<file path="src/rtl/json_stream_arbiter.sv">
// Object-granular round-robin arbiter sharing one JSON character parser between two sources.
// A stalled object owner is timed out and its object is closed by injected characters.
module json_stream_arbiter #(
  parameter logic [7:0] FILL_CHAR = 8'h20,
  parameter int         TIMEOUT   = 16
) (
  input  logic       clk,
  input  logic       reset,
  input  logic       req0_valid,
  input  logic [7:0] req0_char,
  output logic       req0_ready,
  input  logic       req1_valid,
  input  logic [7:0] req1_char,
  output logic       req1_ready,
  output logic       out_valid,
  output logic [7:0] out_char,
  output logic       out_src,
  output logic       busy,
  output logic       abort,
  output logic [7:0] obj_cnt0,
  output logic [7:0] obj_cnt1
);

  localparam int            TW        = $clog2(TIMEOUT);
  localparam logic [TW-1:0] TIMER_MAX = TW'(TIMEOUT - 1);
  localparam logic [7:0]    CH_LBRACE = 8'h7B;
  localparam logic [7:0]    CH_RBRACE = 8'h7D;
  localparam logic [7:0]    CH_QUOTE  = 8'h22;

  typedef enum logic [1:0] {
    ST_OPEN    = 2'd0,
    ST_LOCK    = 2'd1,
    ST_ABORT_Q = 2'd2,
    ST_ABORT_B = 2'd3
  } state_t;

  state_t        state_r, state_s;
  logic          prio_r, prio_s;
  logic          owner_r, owner_s;
  logic          in_str_r, in_str_s;
  logic [TW-1:0] timer_r, timer_s;
  logic [7:0]    cnt0_r, cnt0_s;
  logic [7:0]    cnt1_r, cnt1_s;
  logic          out_valid_r, out_valid_s;
  logic [7:0]    out_char_r, out_char_s;
  logic          out_src_r, out_src_s;
  logic          abort_r, abort_s;
  logic          busy_r;
  logic          ready0_s, ready1_s;
  logic          owner_valid_s;
  logic [7:0]    owner_char_s;
  logic          grant_s;
  logic [7:0]    grant_char_s;

  // Next-state, grant and output-register computation.
  always_comb begin
    state_s       = state_r;
    prio_s        = prio_r;
    owner_s       = owner_r;
    in_str_s      = in_str_r;
    timer_s       = timer_r;
    cnt0_s        = cnt0_r;
    cnt1_s        = cnt1_r;
    out_valid_s   = 1'b0;
    out_char_s    = FILL_CHAR;
    out_src_s     = 1'b0;
    abort_s       = 1'b0;
    ready0_s      = 1'b0;
    ready1_s      = 1'b0;
    grant_s       = 1'b0;
    grant_char_s  = FILL_CHAR;
    owner_valid_s = owner_r ? req1_valid : req0_valid;
    owner_char_s  = owner_r ? req1_char : req0_char;

    case (state_r)
      ST_OPEN: begin
        if (req0_valid && (!req1_valid || !prio_r)) begin
          ready0_s     = 1'b1;
          grant_s      = 1'b0;
          grant_char_s = req0_char;
        end else if (req1_valid) begin
          ready1_s     = 1'b1;
          grant_s      = 1'b1;
          grant_char_s = req1_char;
        end else begin
          grant_s      = 1'b0;
          grant_char_s = FILL_CHAR;
        end
        if (ready0_s || ready1_s) begin
          out_valid_s = 1'b1;
          out_char_s  = grant_char_s;
          out_src_s   = grant_s;
          prio_s      = ~grant_s;
          if (grant_char_s == CH_LBRACE) begin
            state_s  = ST_LOCK;
            owner_s  = grant_s;
            in_str_s = 1'b0;
            timer_s  = {TW{1'b0}};
          end else begin
            state_s = ST_OPEN;
          end
        end else begin
          state_s = ST_OPEN;
        end
      end

      ST_LOCK: begin
        if (owner_valid_s) begin
          ready0_s    = ~owner_r;
          ready1_s    = owner_r;
          out_valid_s = 1'b1;
          out_char_s  = owner_char_s;
          out_src_s   = owner_r;
          timer_s     = {TW{1'b0}};
          if (owner_char_s == CH_QUOTE) begin
            in_str_s = ~in_str_r;
          end else if ((owner_char_s == CH_RBRACE) && !in_str_r) begin
            // Normal close: count the object (saturating) and hand priority away.
            if (owner_r) begin
              cnt1_s = (cnt1_r == 8'hFF) ? cnt1_r : cnt1_r + 8'd1;
            end else begin
              cnt0_s = (cnt0_r == 8'hFF) ? cnt0_r : cnt0_r + 8'd1;
            end
            prio_s  = ~owner_r;
            state_s = ST_OPEN;
          end else begin
            state_s = ST_LOCK;
          end
        end else if (timer_r == TIMER_MAX) begin
          state_s = in_str_r ? ST_ABORT_Q : ST_ABORT_B;
        end else begin
          timer_s = timer_r + TW'(1);
        end
      end

      ST_ABORT_Q: begin
        out_valid_s = 1'b1;
        out_char_s  = CH_QUOTE;
        out_src_s   = owner_r;
        state_s     = ST_ABORT_B;
      end

      ST_ABORT_B: begin
        out_valid_s = 1'b1;
        out_char_s  = CH_RBRACE;
        out_src_s   = owner_r;
        abort_s     = 1'b1;
        prio_s      = ~owner_r;
        state_s     = ST_OPEN;
      end

      default: begin
        state_s = ST_OPEN;
      end
    endcase
  end

  // State and output registers with synchronous reset.
  always_ff @(posedge clk) begin
    if (reset) begin
      state_r     <= ST_OPEN;
      prio_r      <= 1'b0;
      owner_r     <= 1'b0;
      in_str_r    <= 1'b0;
      timer_r     <= {TW{1'b0}};
      cnt0_r      <= 8'd0;
      cnt1_r      <= 8'd0;
      out_valid_r <= 1'b0;
      out_char_r  <= FILL_CHAR;
      out_src_r   <= 1'b0;
      abort_r     <= 1'b0;
      busy_r      <= 1'b0;
    end else begin
      state_r     <= state_s;
      prio_r      <= prio_s;
      owner_r     <= owner_s;
      in_str_r    <= in_str_s;
      timer_r     <= timer_s;
      cnt0_r      <= cnt0_s;
      cnt1_r      <= cnt1_s;
      out_valid_r <= out_valid_s;
      out_char_r  <= out_char_s;
      out_src_r   <= out_src_s;
      abort_r     <= abort_s;
      busy_r      <= (state_s != ST_OPEN);
    end
  end

  assign req0_ready = ready0_s;
  assign req1_ready = ready1_s;
  assign out_valid  = out_valid_r;
  assign out_char   = out_char_r;
  assign out_src    = out_src_r;
  assign abort      = abort_r;
  assign busy       = busy_r;
  assign obj_cnt0   = cnt0_r;
  assign obj_cnt1   = cnt1_r;

endmodule

</file>
<file path="config.mk">
export PLATFORM = sky130hd
export DESIGN_NAME = json_stream_arbiter
export DESIGN_NICKNAME = d
export VERILOG_FILES = /design/src/rtl/json_stream_arbiter.sv
export SDC_FILE = /design/constraint.sdc
export NUM_CORES = 1
export LEC_CHECK = 0
export CORE_MARGIN = 3
export CORE_UTILIZATION = 40
export CTS_BUF_LIST = sky130_fd_sc_hd__clkbuf_8 sky130_fd_sc_hd__clkbuf_16
export DETAILED_ROUTE_END_ITERATION = 8
export PLACE_DENSITY = 0.67
export SETUP_SLACK_MARGIN = 0.3
export SLEW_MARGIN = 20
export SYNTH_ARGS = -nofsm -noshare
export SYNTH_HDL_FRONTEND = slang
export SYNTH_SLANG_ARGS = --single-unit
</file>
<file path="constraint.sdc">
create_clock -name clk -period 4.02 [get_ports clk]
set_input_delay 0.804 -clock clk [delete_from_list [all_inputs] [get_ports clk]]
set_output_delay 0.804 -clock clk [all_outputs]
set_load 0.01 [all_outputs]
</file>
Word-level counts from Yosys, hierarchy flattened
Index checks and enable logic that the tools add are counted.
Widths: inputs -> output; s select.
{"block": "word_totals", "out_inout_bits": 30, "inputBits": 20, "wordCells": 101, "register_bits": 37}
{"block": "op_classes", "n_addsub": 3, "eq_ne": 16, "bitwise_logic": 6, "n_reduce_logical": 18, "mux": 46}
{"op": "$mux 8", "count": 6}
{"op": "$pmux 8 s4", "count": 1}
{"op": "$mux 1", "count": 23}
{"op": "$add 8x1->8 const B", "count": 2}
{"op": "$eq 8x7->1 const B", "count": 2}
{"op": "$eq 8x8->1 const B", "count": 2}
{"op": "$mux 4", "count": 4}
{"op": "$ne 2x2->1 const B", "count": 6}
{"op": "$reduce_and 6->1", "count": 2}
{"op": "$reduce_and 5->1", "count": 2}
{"op": "$pmux 1 s3", "count": 3}
{"op": "$eq 8x6->1 const B", "count": 1}
{"op": "$mux 2", "count": 4}
{"op": "$pmux 2 s4", "count": 1}
{"op": "$pmux 4 s2", "count": 1}
{"op": "$not 1->1", "count": 6}
{"op": "$pmux 1 s2", "count": 3}
{"op": "$add 4x1->4 const B", "count": 1}
{"op": "$eq 2x2->1 const B", "count": 2}
{"op": "$eq 4x4->1 const B", "count": 1}
{"op": "$reduce_and 4->1", "count": 1}
{"op": "$reduce_bool 2->1", "count": 2}
{"op": "$logic_not 1->1", "count": 3}
{"op": "$ne 3x3->1 const B", "count": 1}
{"op": "other kinds (7)", "count": 9}

Longest topological paths before layout
{"block": "logic_depth", "word_depth": 10, "depth_mapped": 8, "mapped_depth_nobuf": 7}

Worst setup path after synthesis
No wires, ideal clock.
{"block": "synth_timing", "path_type": "input-to-output", "from": "in req1_valid", "to": "out req0_ready", "slack_ns": 1.685, "arrival_time_ns": 1.531, "stages": 3, "t_required_ns": 3.216, "cell_sequence": "buf_2 buf_2 a311oi_1"}
{"block": "synth_between", "elab_chain_len": 6, "elab_cells_between_ends": 8}
{"item": "start: declaration", "line_no": "12", "text": "input logic req1_valid,"}
{"item": "$logic_not 1->1", "line_no": "77", "text": "if (req0_valid && (!req1_valid || !prio_r)) begin"}
{"item": "$logic_or 1x1->1", "line_no": "77"}
{"item": "$logic_and 1x1->1", "line_no": "77"}
{"item": "$mux 1", "line_no": "77"}
{"item": "$mux 1", "line_no": "75", "text": "case (state_r)"}
{"item": "$pmux 1 s2 (*)", "line_no": "75"}
{"item": "end: declaration", "line_no": "11", "text": "output logic req0_ready,"}
Mark *: on every way between the ends. The rest lies on a longest branch, timed or not. The select of a mux whose other input is x is not followed.

Worst setup path after layout
{"block": "layout_timing", "from": "in req0_valid", "to": "out req1_ready"}
{"block": "layout_between", "elab_chain_len": 4, "elab_cells_between_ends": 6}
{"item": "start: declaration", "line_no": "9", "text": "input logic req0_valid,"}
{"item": "$logic_and 1x1->1", "line_no": "77"}
{"item": "$mux 1", "line_no": "77"}
{"item": "$mux 1", "line_no": "75"}
{"item": "$pmux 1 s2 (*)", "line_no": "75"}
{"item": "end: declaration", "line_no": "14", "text": "output logic req1_ready,"}
Marks and branches as above.

==> key figures <==
Place
  • Detailed Place HPWL: 3.581 mm
  • Placed inst area: 2561 um2
  • Final GP Congestion: approximately 0.85
  • Placed cells: 344
  • PortBufs: 49

Timing
  • Fin crit period: 3.349 ns
  • Max Fclk: 0.2986 GHz
  • Pins over their slew limit: 0
  • Clk_skew: 0.005999 ns
  • Worst Max-Slew Pin Slew: 0.8299 ns
  • Final setup fails: 0
  • RSZ-0062 raised after global routing: no
  • Final hold vios: 0
  • Share of the clock period used by the worst path: 83.31%
  • Slew HR: 44.67%
  • Fin Setup TNS: 0 ns

Clock network
  • Hold Buf Count CTS: 0
  • Htree depth: 2
  • Post_cts resized: 0
  • Root Driver: clkbuf_8
  • Post-CTS Setup Inserts: 0
  • Num CTS Buffers: 5
  • Reg clk slew, reported paths: 0.06 ns
  • Clk_lat worst skew: 0.29 ns
  • CTS tree: done
  • CTS sink cnt: 37
  • Deepest clock path buffer count: 2

Logic synthesis
  • Top post-synthesis cells by area: dfxtp_1 (37%), xnor2_1 (6.1%), nor2_1 (5.8%)
  • Post-synth EDFFs: 0
  • Synth warnings: 0
  • Ys async rst share: 0%
  • Syn_area_per_cell: 8.501 um2
  • Top post-synthesis cells by count: dfxtp_1 (37), nor2_1 (31), nand2_1 (21)
  • Synth unique cells: 55
  • Post-Syn Instances: between 200 and 250
  • Post-synth top area share: between 30% and 40%
  • Top-count cell post-synth: dfxtp_1
  • Syn Nets: 261
  • Largest area contributor in the netlist: dfxtp_1
  • Top_reg_cell synth: dfxtp_1
  • Post-synthesis sequential area ratio: 36.61%
  • Synth Register Bits: 37
  • Post-Synthesis Cell Area: 2023 um2

Floorplan
  • CORE AREA: 4817 um2
  • Num ports: 50
  • Width of the die: 77.12 um
  • Rows: 25
  • Die Height: 77.12 um
  • Initial cell density of the core: 42.00%
  • Total die area: 5947 um2

Run
  • Max_cap viols: 0

Power and ir drop
  • Switch share: about a quarter
  • Reg power frac: 51.3%
  • NetSw: 0.0001765 W
  • Leak: 0.8792 nW
  • Comb power frac: between 10% and 20%
  • PwrDens: 277.5 nW/um2
  • Worst VDD drop: 0.1695 mV
  • Int Pwr: 0.0005582 W
  • Clock power frac: between 30% and 40%

Drt
  • Routed Antenna Nets: 0
  • Iter 0 DRT Violations: 136
  • Drc violations: 0
  • DRT Pass-1 Iters: 4
  • Vias per inst: 5.573
  • Average wire per standard cell: 14.58 um
  • WL final: 5.119 mm
  • Routed via count: 1956

Worst setup path
  • Crit start category: input port
  • Crit Reg-Reg Startpoint: owner_r
  • Max Fanout on Critical Path: 9
  • Critical Path End Type: output port
  • Worst R2R Setup Slack: 1.30 ns
  • Crit Path Class: in2out
  • Crit path required time: 3.22 ns
  • Reg2Reg Capture Point: obj_cnt0[5]
  • Crit path DAT: around 2.6 ns
  • Worst reg-to-reg path cell count: 6

Finish
  • Finished layout cell area: 2648 um2
  • Post-Layout Cell Count: between 300 and 400
  • Layout area overhead: 30.86%
  • Fillcell total: between 400 and 500
  • Register area: between 700 and 800 um2
  • Share of cells above drive strength 1: 8.099%
  • Multi-input logic area: 1197 um2
  • Antenna fix cells: 0
  • Nets: 307

Global route
  • First-pass GRT wire length: 8.749 mm
  • Largest net degree at the start of global routing: 36
  • Congestion Overflow GR: 0
  • Total GRT Usage: 17.90%
  • Vias in the first global route: about 1900
  • Antenna violations before repair: 0

Hold path
  • Hold path start: timer_r[0]
  • Min-Delay Path Depth: 2
  • End of the worst hold path: timer_r[0]
  • Min-delay worst type: reg2reg

Run status
  • Status: finished clean
==> layout by cell type, fill, tap and decap left out, types with 2 or more instances in the layout <==
| cell type | count |
|---|---|
| xnor2_1 | 14 |
| and2_1 | 3 |
| mux2i_1 | 7 |
| nand3_1 | 10 |
| mux2_1 | 2 |
| clkbuf_8 | 6 |
| nand4_1 | 3 |
| clkdlybuf4s50_1 | 49 |
| buf_4 | 3 |
| nor2_1 | 31 |
| nor3_2 | 3 |
| a32oi_1 | 4 |
| a221oi_1 | 4 |
| nand2_1 | 21 |
| nor3_1 | 7 |
| o2111ai_1 | 2 |
| o21ai_1 | 6 |
| o211ai_1 | 2 |
| inv_1 | 6 |
| nand2b_1 | 4 |
| ha_1 | 3 |
| nor4_1 | 5 |
| dfxtp_1 | 37 |
| a21oi_1 | 13 |
| inv_2 | 2 |
| nor4_2 | 3 |
| a32o_1 | 2 |
| o22ai_1 | 2 |
| a31oi_1 | 4 |
==> power groups by stage <==
| stage | logic [W] | registers, W | clock network, W |
|---|---|---|---|
| finish | 0.000100 | 0.000377 | 0.000257 |
| global route | 0.000109 | 0.000378 | 0.000288 |
| CTS | 0.000100 | 0.000377 | 0.000271 |
| detailed placement | 0.0000997 | 0.000386 | 0 |
| global placement | 0.000100 | 0.000385 | 0 |
| floorplan | 0.0000467 | 0.000389 | 0 |
==> registers in the layout (all words and copies together), names as in the netlist, 2 cells and up <==
| register | count |
|---|---|
| timer_r | 4 |
| obj_cnt1 | 8 |
| out_char | 8 |
| obj_cnt0 | 8 |
| state_r | 2 |
==> cell type report <==
cell class / instances / share of cell area (%)
timing repair buffer: 52 / 19.38
inverter: 7 / 0.9924
clock inverter: 1 / 0.1418
sequential: 37 / 27.98
tap: 67 / 3.166
clock buffer: 6 / 3.119
multi-input combinational: 181 / 45.23
==> how the worst max path moves through the flow <==
stage	from	end
after floorplan	req1_valid	req0_ready
after global placement	req0_valid	req1_ready
after detailed placement	req0_valid	req1_ready
after CTS	req0_valid	req1_ready
after global routing	req0_valid	req1_ready
final	req0_valid	req1_ready
==> through the flow <==
step                      total power (W)  setup WS (ns)  util [%]  hold slack (ns)
after detailed placement        0.0004852         0.7138     53.17           0.4951
after global routing            0.0007741         0.6063     54.96           0.5311
after global placement          0.0004853         0.7447     53.17           0.4870
final                           0.0007348         0.6710     54.96           0.5024
after CTS                       0.0007479         0.7044     54.96           0.5063
after floorplan                 0.0004354          1.685         -           0.4711
==> metal layers <==
layer,wire length [um],GRT usage [%],vias to the layer above
met1,2412,22.57,924
met3,305,5.047,9
met5,0,0,-
met2,2303,28.15,56
met4,98,8.185,0
li1,-,-,967
==> critical path, stage by stage <==
cell             delay, ns
clkdlybuf4s50_1       0.63
nand2b_1              0.28
o2111a_1              0.34
clkdlybuf4s50_1       0.49
==> logic make-up (layout without fill, tap and decap cells) <==
family	Yosys count	in the layout	share of synthesized area [%]
simple gates	100	100	25.54
xor+xnor	14	14	6.061
compound gates	54	54	20.59
fa+ha+maj	3	3	1.855
mux	10	10	5.133
flops	37	37	36.61
buf+inv	20	66	4.206
No activity file was read; power rests on OpenSTA's default activity.
